<file path="config.mk">
export PLATFORM = sky130hd
export DESIGN_NAME = vedic_mul_pipe_flat
export DESIGN_NICKNAME = d
export VERILOG_FILES = /design/src/rtl/vedic_mul_pipe_pkg.sv /design/src/rtl/vedic_mul_pipe_if.sv /design/src/rtl/vedic_mul_core.sv /design/src/rtl/vedic_mul_pipe.sv /design/src/flat_wrapper.sv
export SDC_FILE = /design/constraint.sdc
export NUM_CORES = 1
export LEC_CHECK = 0
export ABC_AREA = 1
export BUFFER_PORTS_ARGS = -buffer_cell sky130_fd_sc_hd__buf_4
export CAP_MARGIN = 15
export CORE_UTILIZATION = 58
export CTS_CLUSTER_SIZE = 12
export DETAILED_ROUTE_END_ITERATION = 8
export GPL_TIMING_DRIVEN = 0
export HOLD_SLACK_MARGIN = 0.06
export PLACE_DENSITY = 0.79
export SYNTH_ARGS = -nofsm -noshare
export SYNTH_HDL_FRONTEND = slang
export SYNTH_SLANG_ARGS = --single-unit
</file>
<file path="constraint.sdc">
create_clock -name clk_i -period 6.7 [get_ports clk_i]
set_clock_uncertainty 0.15 [all_clocks]
set_input_delay 1.005 -clock clk_i [delete_from_list [all_inputs] [get_ports clk_i]]
set_output_delay 1.005 -clock clk_i [all_outputs]
set_load 0.01 [all_outputs]
</file>
<file path="src/rtl/vedic_mul_pipe_pkg.sv">
// rtl/vedic_mul_pipe_pkg.sv - shared constants and elaboration helpers for the Vedic multiplier pipe
package vedic_pkg;

  // Register stages from operand capture to the output register
  localparam int VEDIC_LAT = 4;

  // Ceiling log2 for positive widths up to 2^31
  function automatic int clog2(input int v);
    int r;
    r = 0;
    for (int i = 0; i < 31; i++) begin
      if ((1 << i) < v) r = i + 1;
    end
    return r;
  endfunction

  // Operand width must be a power of two between 4 and 64 so every split halves cleanly
  function automatic bit width_ok(input int w);
    return (w >= 4) && (w <= 64) && ((1 << clog2(w)) == w);
  endfunction

endpackage

</file>
<file path="src/rtl/vedic_mul_pipe_if.sv">
// rtl/vedic_mul_pipe_if.sv - operand/result handshake bundle for vedic_mul_pipe
interface vedic_mul_pipe_if #(
  parameter int WIDTH = 16,
  parameter int TAG_W = 8
);
  logic               in_valid;
  logic               in_ready;
  logic               in_signed;
  logic [WIDTH-1:0]   in_a;
  logic [WIDTH-1:0]   in_b;
  logic [TAG_W-1:0]   in_tag;
  logic               out_valid;
  logic               out_ready;
  logic [2*WIDTH-1:0] out_prod;
  logic [TAG_W-1:0]   out_tag;

  modport master (
    output in_valid, in_signed, in_a, in_b, in_tag, out_ready,
    input  in_ready, out_valid, out_prod, out_tag
  );

  modport slave (
    input  in_valid, in_signed, in_a, in_b, in_tag, out_ready,
    output in_ready, out_valid, out_prod, out_tag
  );
endinterface

</file>
<file path="src/rtl/vedic_mul_core.sv">
// rtl/vedic_mul_core.sv - combinational unsigned W x W Urdhva-Tiryagbhyam multiplier
module vedic_mul_core #(
  parameter int W = 8
) (
  input  logic [W-1:0]   a_i,
  input  logic [W-1:0]   b_i,
  output logic [2*W-1:0] p_o
);

  if (W == 2) begin : g_leaf
    // 2x2 leaf: vertical and crosswise terms built from AND/XOR gates
    logic c1;
    assign p_o[0] = a_i[0] & b_i[0];
    assign p_o[1] = (a_i[1] & b_i[0]) ^ (a_i[0] & b_i[1]);
    assign c1     = a_i[1] & b_i[0] & a_i[0] & b_i[1];
    assign p_o[2] = (a_i[1] & b_i[1]) ^ c1;
    assign p_o[3] = a_i[1] & b_i[1] & c1;
  end else begin : g_split
    localparam int H = W / 2;
    logic [W-1:0] q0, q1, q2, q3;
    logic [W+1:0] mid;

    vedic_mul_core #(.W(H)) u_q0 (.a_i(a_i[H-1:0]), .b_i(b_i[H-1:0]), .p_o(q0));
    vedic_mul_core #(.W(H)) u_q1 (.a_i(a_i[W-1:H]), .b_i(b_i[H-1:0]), .p_o(q1));
    vedic_mul_core #(.W(H)) u_q2 (.a_i(a_i[H-1:0]), .b_i(b_i[W-1:H]), .p_o(q2));
    vedic_mul_core #(.W(H)) u_q3 (.a_i(a_i[W-1:H]), .b_i(b_i[W-1:H]), .p_o(q3));

    // Crosswise sum plus the carry-out half of the low product; two guard bits cannot overflow
    assign mid = (W+2)'(q1) + (W+2)'(q2) + (W+2)'(q0[W-1:H]);
    assign p_o = {q3 + W'(mid[W+1:H]), mid[H-1:0], q0[H-1:0]};
  end

endmodule

</file>
<file path="src/rtl/vedic_mul_pipe.sv">
// rtl/vedic_mul_pipe.sv - 4-stage signed/unsigned Vedic multiplier with tag sideband and stall
module vedic_mul_pipe
  import vedic_pkg::*;
#(
  parameter int WIDTH = 16,
  parameter int TAG_W = 8
) (
  input  logic          clk_i,
  input  logic          rst_i,
  vedic_mul_pipe_if.slave bus
);

  localparam int H  = WIDTH / 2;
  localparam int PW = 2 * WIDTH;

  if (!width_ok(WIDTH)) begin : g_width_check
    $error("vedic_mul_pipe: WIDTH must be a power of 2 in 4..64");
  end

  logic                 adv;
  logic [VEDIC_LAT-1:0] vld_d, vld_q;

  logic [WIDTH-1:0]     mag_a_d, mag_b_d;
  logic                 neg_d;
  logic [WIDTH-1:0]     s1_a_q, s1_b_q;
  logic                 s1_neg_q;
  logic [TAG_W-1:0]     s1_tag_q;

  logic [WIDTH-1:0]     q0_d, q1_d, q2_d, q3_d;
  logic [WIDTH-1:0]     s2_q0_q, s2_q1_q, s2_q2_q, s2_q3_q;
  logic                 s2_neg_q;
  logic [TAG_W-1:0]     s2_tag_q;

  logic [WIDTH+1:0]     mid_d, s3_mid_q;
  logic [H-1:0]         s3_lo_q;
  logic [WIDTH-1:0]     s3_q3_q;
  logic                 s3_neg_q;
  logic [TAG_W-1:0]     s3_tag_q;

  logic [WIDTH-1:0]     hi_d;
  logic [PW-1:0]        mag_p_d, prod_d, prod_q;
  logic [TAG_W-1:0]     tag_q;

  // The whole pipe moves only when the output slot is empty or being drained
  assign adv           = ~vld_q[VEDIC_LAT-1] | bus.out_ready;
  assign bus.in_ready  = adv;
  assign bus.out_valid = vld_q[VEDIC_LAT-1];
  assign bus.out_prod  = prod_q;
  assign bus.out_tag   = tag_q;

  // Fold signed operands to magnitudes; the most negative value maps to 2^(WIDTH-1) unsigned
  always_comb begin
    neg_d   = bus.in_signed & (bus.in_a[WIDTH-1] ^ bus.in_b[WIDTH-1]);
    mag_a_d = (bus.in_signed & bus.in_a[WIDTH-1]) ? -bus.in_a : bus.in_a;
    mag_b_d = (bus.in_signed & bus.in_b[WIDTH-1]) ? -bus.in_b : bus.in_b;
  end

  vedic_mul_core #(.W(H)) u_q0 (.a_i(s1_a_q[H-1:0]),     .b_i(s1_b_q[H-1:0]),     .p_o(q0_d));
  vedic_mul_core #(.W(H)) u_q1 (.a_i(s1_a_q[WIDTH-1:H]), .b_i(s1_b_q[H-1:0]),     .p_o(q1_d));
  vedic_mul_core #(.W(H)) u_q2 (.a_i(s1_a_q[H-1:0]),     .b_i(s1_b_q[WIDTH-1:H]), .p_o(q2_d));
  vedic_mul_core #(.W(H)) u_q3 (.a_i(s1_a_q[WIDTH-1:H]), .b_i(s1_b_q[WIDTH-1:H]), .p_o(q3_d));

  // Middle column sum and final assembly with optional two's-complement negation
  always_comb begin
    mid_d   = (WIDTH+2)'(s2_q1_q) + (WIDTH+2)'(s2_q2_q) + (WIDTH+2)'(s2_q0_q[WIDTH-1:H]);
    hi_d    = s3_q3_q + WIDTH'(s3_mid_q[WIDTH+1:H]);
    mag_p_d = {hi_d, s3_mid_q[H-1:0], s3_lo_q};
    prod_d  = s3_neg_q ? -mag_p_d : mag_p_d;
  end

  // Valid bits shift with the data so bubbles keep their slot
  always_comb begin
    vld_d = {vld_q[VEDIC_LAT-2:0], bus.in_valid};
  end

  // Valid chain: cleared by reset, held on stall
  always_ff @(posedge clk_i) begin
    if (rst_i) begin
      vld_q <= '0;
    end else if (adv) begin
      vld_q <= vld_d;
    end
  end

  // Data stages S1..S3: no reset needed, contents are qualified by the valid chain
  always_ff @(posedge clk_i) begin
    if (adv) begin
      s1_a_q   <= mag_a_d;
      s1_b_q   <= mag_b_d;
      s1_neg_q <= neg_d;
      s1_tag_q <= bus.in_tag;
      s2_q0_q  <= q0_d;
      s2_q1_q  <= q1_d;
      s2_q2_q  <= q2_d;
      s2_q3_q  <= q3_d;
      s2_neg_q <= s1_neg_q;
      s2_tag_q <= s1_tag_q;
      s3_mid_q <= mid_d;
      s3_lo_q  <= s2_q0_q[H-1:0];
      s3_q3_q  <= s2_q3_q;
      s3_neg_q <= s2_neg_q;
      s3_tag_q <= s2_tag_q;
    end
  end

  // Output stage S4: reset to zero, held stable while the consumer stalls
  always_ff @(posedge clk_i) begin
    if (rst_i) begin
      prod_q <= '0;
      tag_q  <= '0;
    end else if (adv) begin
      prod_q <= prod_d;
      tag_q  <= s3_tag_q;
    end
  end

endmodule
</file>
<file path="src/flat_wrapper.sv">
// flat-port wrapper written by rule: the top's interface ports become plain ports
module vedic_mul_pipe_flat import vedic_pkg::*;
#(
  parameter int WIDTH = 16,
  parameter int TAG_W = 8
)
  (clk_i, rst_i, bus_in_valid, bus_in_signed, bus_in_a, bus_in_b, bus_in_tag, bus_out_ready, bus_in_ready, bus_out_valid, bus_out_prod, bus_out_tag);
  vedic_mul_pipe_if #(.WIDTH(WIDTH), .TAG_W(TAG_W)) bus_i ();
  input  logic clk_i;
  input  logic rst_i;
  input wire logic [$bits(bus_i.in_valid)-1:0] bus_in_valid;
  input wire logic [$bits(bus_i.in_signed)-1:0] bus_in_signed;
  input wire logic [$bits(bus_i.in_a)-1:0] bus_in_a;
  input wire logic [$bits(bus_i.in_b)-1:0] bus_in_b;
  input wire logic [$bits(bus_i.in_tag)-1:0] bus_in_tag;
  input wire logic [$bits(bus_i.out_ready)-1:0] bus_out_ready;
  output wire logic [$bits(bus_i.in_ready)-1:0] bus_in_ready;
  output wire logic [$bits(bus_i.out_valid)-1:0] bus_out_valid;
  output wire logic [$bits(bus_i.out_prod)-1:0] bus_out_prod;
  output wire logic [$bits(bus_i.out_tag)-1:0] bus_out_tag;
  assign bus_i.in_valid = bus_in_valid;
  assign bus_i.in_signed = bus_in_signed;
  assign bus_i.in_a = bus_in_a;
  assign bus_i.in_b = bus_in_b;
  assign bus_i.in_tag = bus_in_tag;
  assign bus_i.out_ready = bus_out_ready;
  assign bus_in_ready = bus_i.in_ready;
  assign bus_out_valid = bus_i.out_valid;
  assign bus_out_prod = bus_i.out_prod;
  assign bus_out_tag = bus_i.out_tag;
  vedic_mul_pipe #(.WIDTH(WIDTH), .TAG_W(TAG_W)) u_core (.clk_i(clk_i), .rst_i(rst_i), .bus(bus_i));
endmodule
</file>
Yosys cells after proc, flatten, opt, wreduce, memory -nomap -nowiden
Index checks and enable logic that the tools add are counted.
{"block": "totals", "register_bits": 209, "elab_cells": 669}
{"block": "classes", "addsub": 66, "mux": 3, "bitwise": 582}
{"cell": "$and A1 B1 Y1", "count": 451}
{"cell": "$xor A1 B1 Y1", "count": 129}
{"cell": "$add A6 B2 Y6", "count": 16}
{"cell": "$add A4 B4 Y5", "count": 16}
{"cell": "$add A4 B4 Y4", "count": 16}
{"cell": "$add A9 B4 Y10", "count": 4}
{"cell": "$add A8 B8 Y9", "count": 4}
{"cell": "$add A8 B6 Y8", "count": 4}
{"cell": "$mux W16", "count": 2}
{"cell": "$mux W32", "count": 1}
{"cell": "$neg A16 Y16", "count": 2}
{"cell": "$neg A32 Y32", "count": 1}
{"cell": "$add A18 B8 Y18", "count": 1}
{"cell": "$add A16 B16 Y17", "count": 1}
{"cell": "$add A16 B10 Y16", "count": 1}
{"cell": "$not A1 Y1", "count": 1}
{"cell": "$or A1 B1 Y1", "count": 1}

Longest topological paths before layout
{"block": "depth", "depth_word": 10, "mapped_depth": 35, "depth_no_buf": 33}

By module
From an unflattened synthesis, not the netlist that was laid out.
{"block": "unflattened", "hier_cells": 2952, "area_unflattened_um2": 21906.0}
{"module": "vedic_mul_pipe", "instances": 1, "cells_per_inst": 912, "area_each_um2": 9689.3}
{"module": "vedic_mul_core at u_core.u_q0.g_split.u_q0 ...", "instances": 16, "cells_per_inst": 48, "area_each_um2": 344.1}
{"module": "vedic_mul_core at u_core.u_q0.g_split.u_q0.g_split.u_q0 ...", "instances": 64, "cells_per_inst": 12, "area_each_um2": 55.1}
{"module": "vedic_mul_core at u_core.u_q0 ...", "instances": 4, "cells_per_inst": 126, "area_each_um2": 797.0}

Worst setup path after synthesis
OpenSTA, ideal clock, no wires.
{"block": "synth_path", "path_type": "input-to-output", "start": "in bus_out_ready", "end": "out bus_in_ready", "arrival_time_ns": 5.941, "required_time_ns": 5.545, "setup_slack_ns": -0.396, "path_stages": 3, "path_buffers": 1, "path_cell_list": "nor2_1 -> inv_2 -> clkbuf_1"}
{"block": "synth_between", "elab_chain_cells": 1}
{"element": "start, declared", "line": "flat_wrapper.sv:16", "rtl": "input wire logic [$bits(bus_i.out_ready)-1:0] bus_out_ready;"}
{"element": "$or A1 B1 Y1", "line": "vedic_mul_pipe.sv:45", "rtl": "assign adv = ~vld_q[VEDIC_LAT-1] | bus.out_ready;"}
{"element": "end, declared", "line": "flat_wrapper.sv:17", "rtl": "output wire logic [$bits(bus_i.in_ready)-1:0] bus_in_ready;"}
Every way passes these cells.

Worst setup path in the final report
{"block": "layout_path", "start": "reg u_core.s1_b_q[8]", "end": "reg u_core.s2_q2_q[14] (data pin)"}
{"block": "layout_between", "elab_chain_cells": 10, "word_cells_on_any_way": 35, "cone_classes": "add/sub (9); bitwise (26)"}
{"element": "start, declared", "line": "vedic_mul_pipe.sv:25", "rtl": "logic [WIDTH-1:0] s1_a_q, s1_b_q;"}
{"element": "start signal, assigned", "line": "vedic_mul_pipe.sv:89", "rtl": "s1_b_q <= mag_b_d;"}
{"element": "$and A1 B1 Y1", "line": "vedic_mul_core.sv:14, vedic_mul_core.sv:15"}
{"element": "$and A1 B1 Y1 (2 in a row)", "line": "vedic_mul_core.sv:15", "rtl": "assign c1 = a_i[1] & b_i[0] & a_i[0] & b_i[1];"}
{"element": "$xor A1 B1 Y1 or $and A1 B1 Y1 (tied branches)", "line": "vedic_mul_core.sv:16, vedic_mul_core.sv:17"}
{"element": "$add A4 B4 Y5", "line": "vedic_mul_core.sv:29", "rtl": "assign mid = (W+2)'(q1) + (W+2)'(q2) + (W+2)'(q0[W-1:H]);"}
{"element": "$add A6 B2 Y6", "line": "vedic_mul_core.sv:29"}
{"element": "$add A4 B4 Y4", "line": "vedic_mul_core.sv:30", "rtl": "assign p_o = {q3 + W'(mid[W+1:H]), mid[H-1:0], q0[H-1:0]};"}
{"element": "$add A8 B8 Y9", "line": "vedic_mul_core.sv:29"}
{"element": "$add A9 B4 Y10 (*)", "line": "vedic_mul_core.sv:29"}
{"element": "$add A8 B6 Y8 (*)", "line": "vedic_mul_core.sv:30"}
{"element": "via u_core.q2_d[14]", "line": "vedic_mul_pipe.sv:29", "rtl": "logic [WIDTH-1:0] q0_d, q1_d, q2_d, q3_d;"}
{"element": "end signal, assigned", "line": "vedic_mul_pipe.sv:94", "rtl": "s2_q2_q <= q2_d;"}
{"element": "end, declared", "line": "vedic_mul_pipe.sv:30", "rtl": "logic [WIDTH-1:0] s2_q0_q, s2_q1_q, s2_q2_q, s2_q3_q;"}
Mark *: on every way through the listed nets, which the timed path passes. The rest lies on a longest branch.
A chain may end at the register's enable or synchronous reset.

==> run metrics <==
share of flip-flops with an asynchronous set or reset after synthesis 0; largest stage delay on the critical path about 560 ps; fraction of post-synthesis cell area in the top cell type by area 0.231; Hold Path Origin u_core.s2_q0_q[5]; multiplexer share of the synthesized area 0; category of cells accounting for the largest share of critical-path delay adder cells; Crit path top cell by count sky130_fd_sc_hd__inv_1; first-pass GRT wire length ~84000 microns; final global-route overflow total 0; number of flops mapped to enable cells by yosys 165; clock transition at the registers of the reported paths about 60 ps; per-instance average area after synthesis 8.01 sq um; final worst setup slack between 150 and 200 ps; post-synthesis sequential area ratio 0.273; required time worst endpoint 6830 ps; y dimension of the die ~190 microns; dominant combinational cell family by area after synthesis adder cells; Critical Path Slowest Stage Cell sky130_fd_sc_hd__fa_1; Power per Cell Area roughly 520 nW/um^2; RSZ-0062 raised after global routing yes; Die Area 37700 sq um; Starting DRT DRC Count ~1200; residual antenna-violating net count after detailed routing 0; peak fanout along the critical path 4; multi-input logic area about 14000 sq um; area share of and/or/nand/nor cells after synthesis 0.197; Reg2Reg Capture Point u_core.s2_q2_q[14]; top achievable clock speed roughly 0.15 GHz; initial cell density of the core 0.588; Final min period 6510 ps; result of the run completed; endpoint class of the critical path flop; Finished Cell Area approximately 24000 sq um; H-tree levels 1; maximum buffer depth of the clock tree 3; Synth cell types 46; instance count along the most critical hold path 0; setup slack at placement -928 ps; Mapped Area 21400 sq um; clock latency at the later pin of the worst-skew pair 550 ps; via count 17700; Static Leak around 13 nW; register-to-register setup slack between 150 and 200 ps; Hold Fails Final Rpt 0; Worst Hold Class flop to flop; combined flip-flop and latch cell area 5840 sq um; top-count cell post-synth sky130_fd_sc_hd__nand2_1; final period utilization 0.972; antenna cells 0; TritonCTS clock tree yes; Via-to-Cell Ratio around 5.4; maximum number of pins on one net before global-route repair 89; critical setup path kind flop to flop; post-detailed-placement cell area about 23000 sq um; Detailed Routing Iterations Pass 1 6; cell count after synthesis 2672; net count of the mapped netlist approximately 3100; Max Cap Viol 0; Crit. path cell count 27; number of cells on the worst reg-to-reg path 27; number of antenna violations at the first check in global routing 0; Chip Width just under 200 microns; most area-consuming cells after synthesis sky130_fd_sc_hd__edfxtp_1, sky130_fd_sc_hd__ha_1, sky130_fd_sc_hd__nand2_1; layout cells sized above 1 0.103; area share of xor/xnor cells in the synthesized design 0.122; GP Congestion ~0.94; area share of fa/ha/maj cells after synthesis 0.253; total of flip-flops plus latches after synthesis 209; final wirelength around 52000 microns; gr usage total 0.277; number of placement rows 70; slew at the pin closest to its max-slew limit about 770 ps; Clock Root Buffer sky130_fd_sc_hd__clkbuf_16; endpoint of the worst hold-timing path u_core.s3_lo_q[5]; area fraction in compound gates after synthesis 0.0617; r2r startpoint u_core.s1_b_q[8]; worst max-slew margin expressed relative to the limit 0.484; final max-slew violation count 0; HPWL Detailed 39900 microns; area inside the core boundary roughly 36000 sq um; total number of yosys warnings 0; CTS sink cnt ~210; WP buf/inv 6; detail-routed net length per standard cell 15.8 microns; most frequent cells after synthesis sky130_fd_sc_hd__nand2_1, sky130_fd_sc_hd__inv_1, sky130_fd_sc_hd__ha_1; nature of the critical path startpoint flop; via count of the first global-routing pass around 18000; Top FF cell, synth sky130_fd_sc_hd__edfxtp_1; total setup violations reported at the end of the flow 0; Remaining DRCs 0; cell taking the most area after synthesis sky130_fd_sc_hd__edfxtp_1; count of input and output buffers 86; Max IR drop VDD 0.297 mV; synth-to-layout area growth 12.8%; cts bufs inserted 24; count of nets after finishing 3232; fill cell count roughly 2900; critical path arrival 6640 ps; Boundary Pins between 80 and 90
## stage by stage
stage / utilization / power [mW] / hold slack, ps / setup TNS (ps) / instances
3_3_place_gp: 0.621 / 9.96 / 253 / -5650 / 3226
5_1_grt: 0.663 / 13.7 / 270 / -342 / 3285
2_1_floorplan: - / 8.46 / 250 / 0 / 2672
4_1_cts: 0.650 / 11.9 / 264 / -78.8 / 3275
3_5_place_dp: 0.622 / 10.4 / 255 / -9560 / 3227
6_report: 0.663 / 12.6 / 267 / 0 / 3285
## flip-flops by register name, indices dropped and copies added, names as in the netlist, 4 cells and up
| signal | cells |
|---|---|
| u_core.bus.out_tag | 8 |
| u_core.vld_q | 4 |
| u_core.s1_tag_q | 8 |
| u_core.s2_q3_q | 16 |
| u_core.s3_q3_q | 16 |
| u_core.bus.out_prod | 32 |
| u_core.s2_q1_q | 16 |
| u_core.s3_lo_q | 8 |
| u_core.s3_tag_q | 8 |
| u_core.s3_mid_q | 18 |
| u_core.s2_q0_q | 16 |
| u_core.s2_q2_q | 16 |
| u_core.s1_b_q | 16 |
| u_core.s1_a_q | 16 |
| u_core.s2_tag_q | 8 |
## per-layer routing
layer  vias up  global-route usage  part of all wire
li1       8758                   -                 -
met1      8113               0.330              0.40
met2       617               0.483              0.47
met3       182              0.0402             0.070
met4         0               0.147             0.059
met5         -                   0                 0
## final cells by class
| class | count | area share |
|---|---|---|
| Clock inverter | 9 | 0.00565 |
| Inverter | 453 | 0.0704 |
| Multi-Input combinational cell | 1927 | 0.576 |
| Clock buffer | 35 | 0.0274 |
| Timing Repair Buffer | 121 | 0.0395 |
| Tap cell | 468 | 0.0242 |
| Buffer | 63 | 0.0151 |
| Sequential cell | 209 | 0.242 |
## power breakdown
part           switching, mW  leakage (nW)  internal (mW)
clock                  0.518         0.386          0.803
combinational           5.24          10.4           3.54
sequential             0.224          2.14           2.24
total                   5.99          12.9           6.58
## logic make-up (layout without fill, tap and decap cells)
kind of cell,Yosys count,in the layout
and+or+nand+nor,1014,1014
buffers and inverters,536,681
adders and majority gates,388,388
xor gates and xnor gates,294,294
AOI/OAI and AO/OA,231,231
DFF,209,209
## what timing repair did
item                                    in CTS  in global routing
hold buffers                                 0                  0
endpoints found under the setup margin      21                 16
cloned                                       0                  1
resized for setup                           47                 95
buffers inserted                            20                 13
pin swaps                                    1                 18
## worst max-delay path by stage
stage | startpoint | to
5_1_grt | u_core.s1_b_q[8] | u_core.s2_q2_q[14]
3_5_place_dp | u_core.s1_b_q[9] | u_core.s2_q2_q[14]
3_3_place_gp | u_core.s1_b_q[1] | u_core.s2_q1_q[14]
4_1_cts | u_core.s1_b_q[0] | u_core.s2_q0_q[14]
2_1_floorplan | u_core.s1_a_q[8] | u_core.s2_q1_q[14]
6_report | u_core.s1_b_q[8] | u_core.s2_q2_q[14]
## cell usage in the layout, fill, tap and decap left out, types with 71 or more instances in the layout
cell type	n
sky130_fd_sc_hd__fa_1	71
sky130_fd_sc_hd__xnor2_1	117
sky130_fd_sc_hd__buf_4	120
sky130_fd_sc_hd__inv_1	447
sky130_fd_sc_hd__nand2_1	601
sky130_fd_sc_hd__edfxtp_1	165
sky130_fd_sc_hd__a21oi_1	105
sky130_fd_sc_hd__ha_1	300
sky130_fd_sc_hd__nor2_1	212
sky130_fd_sc_hd__xor2_1	160
sky130_fd_sc_hd__nand3_1	114
No activity file was read; power rests on OpenSTA's default activity.
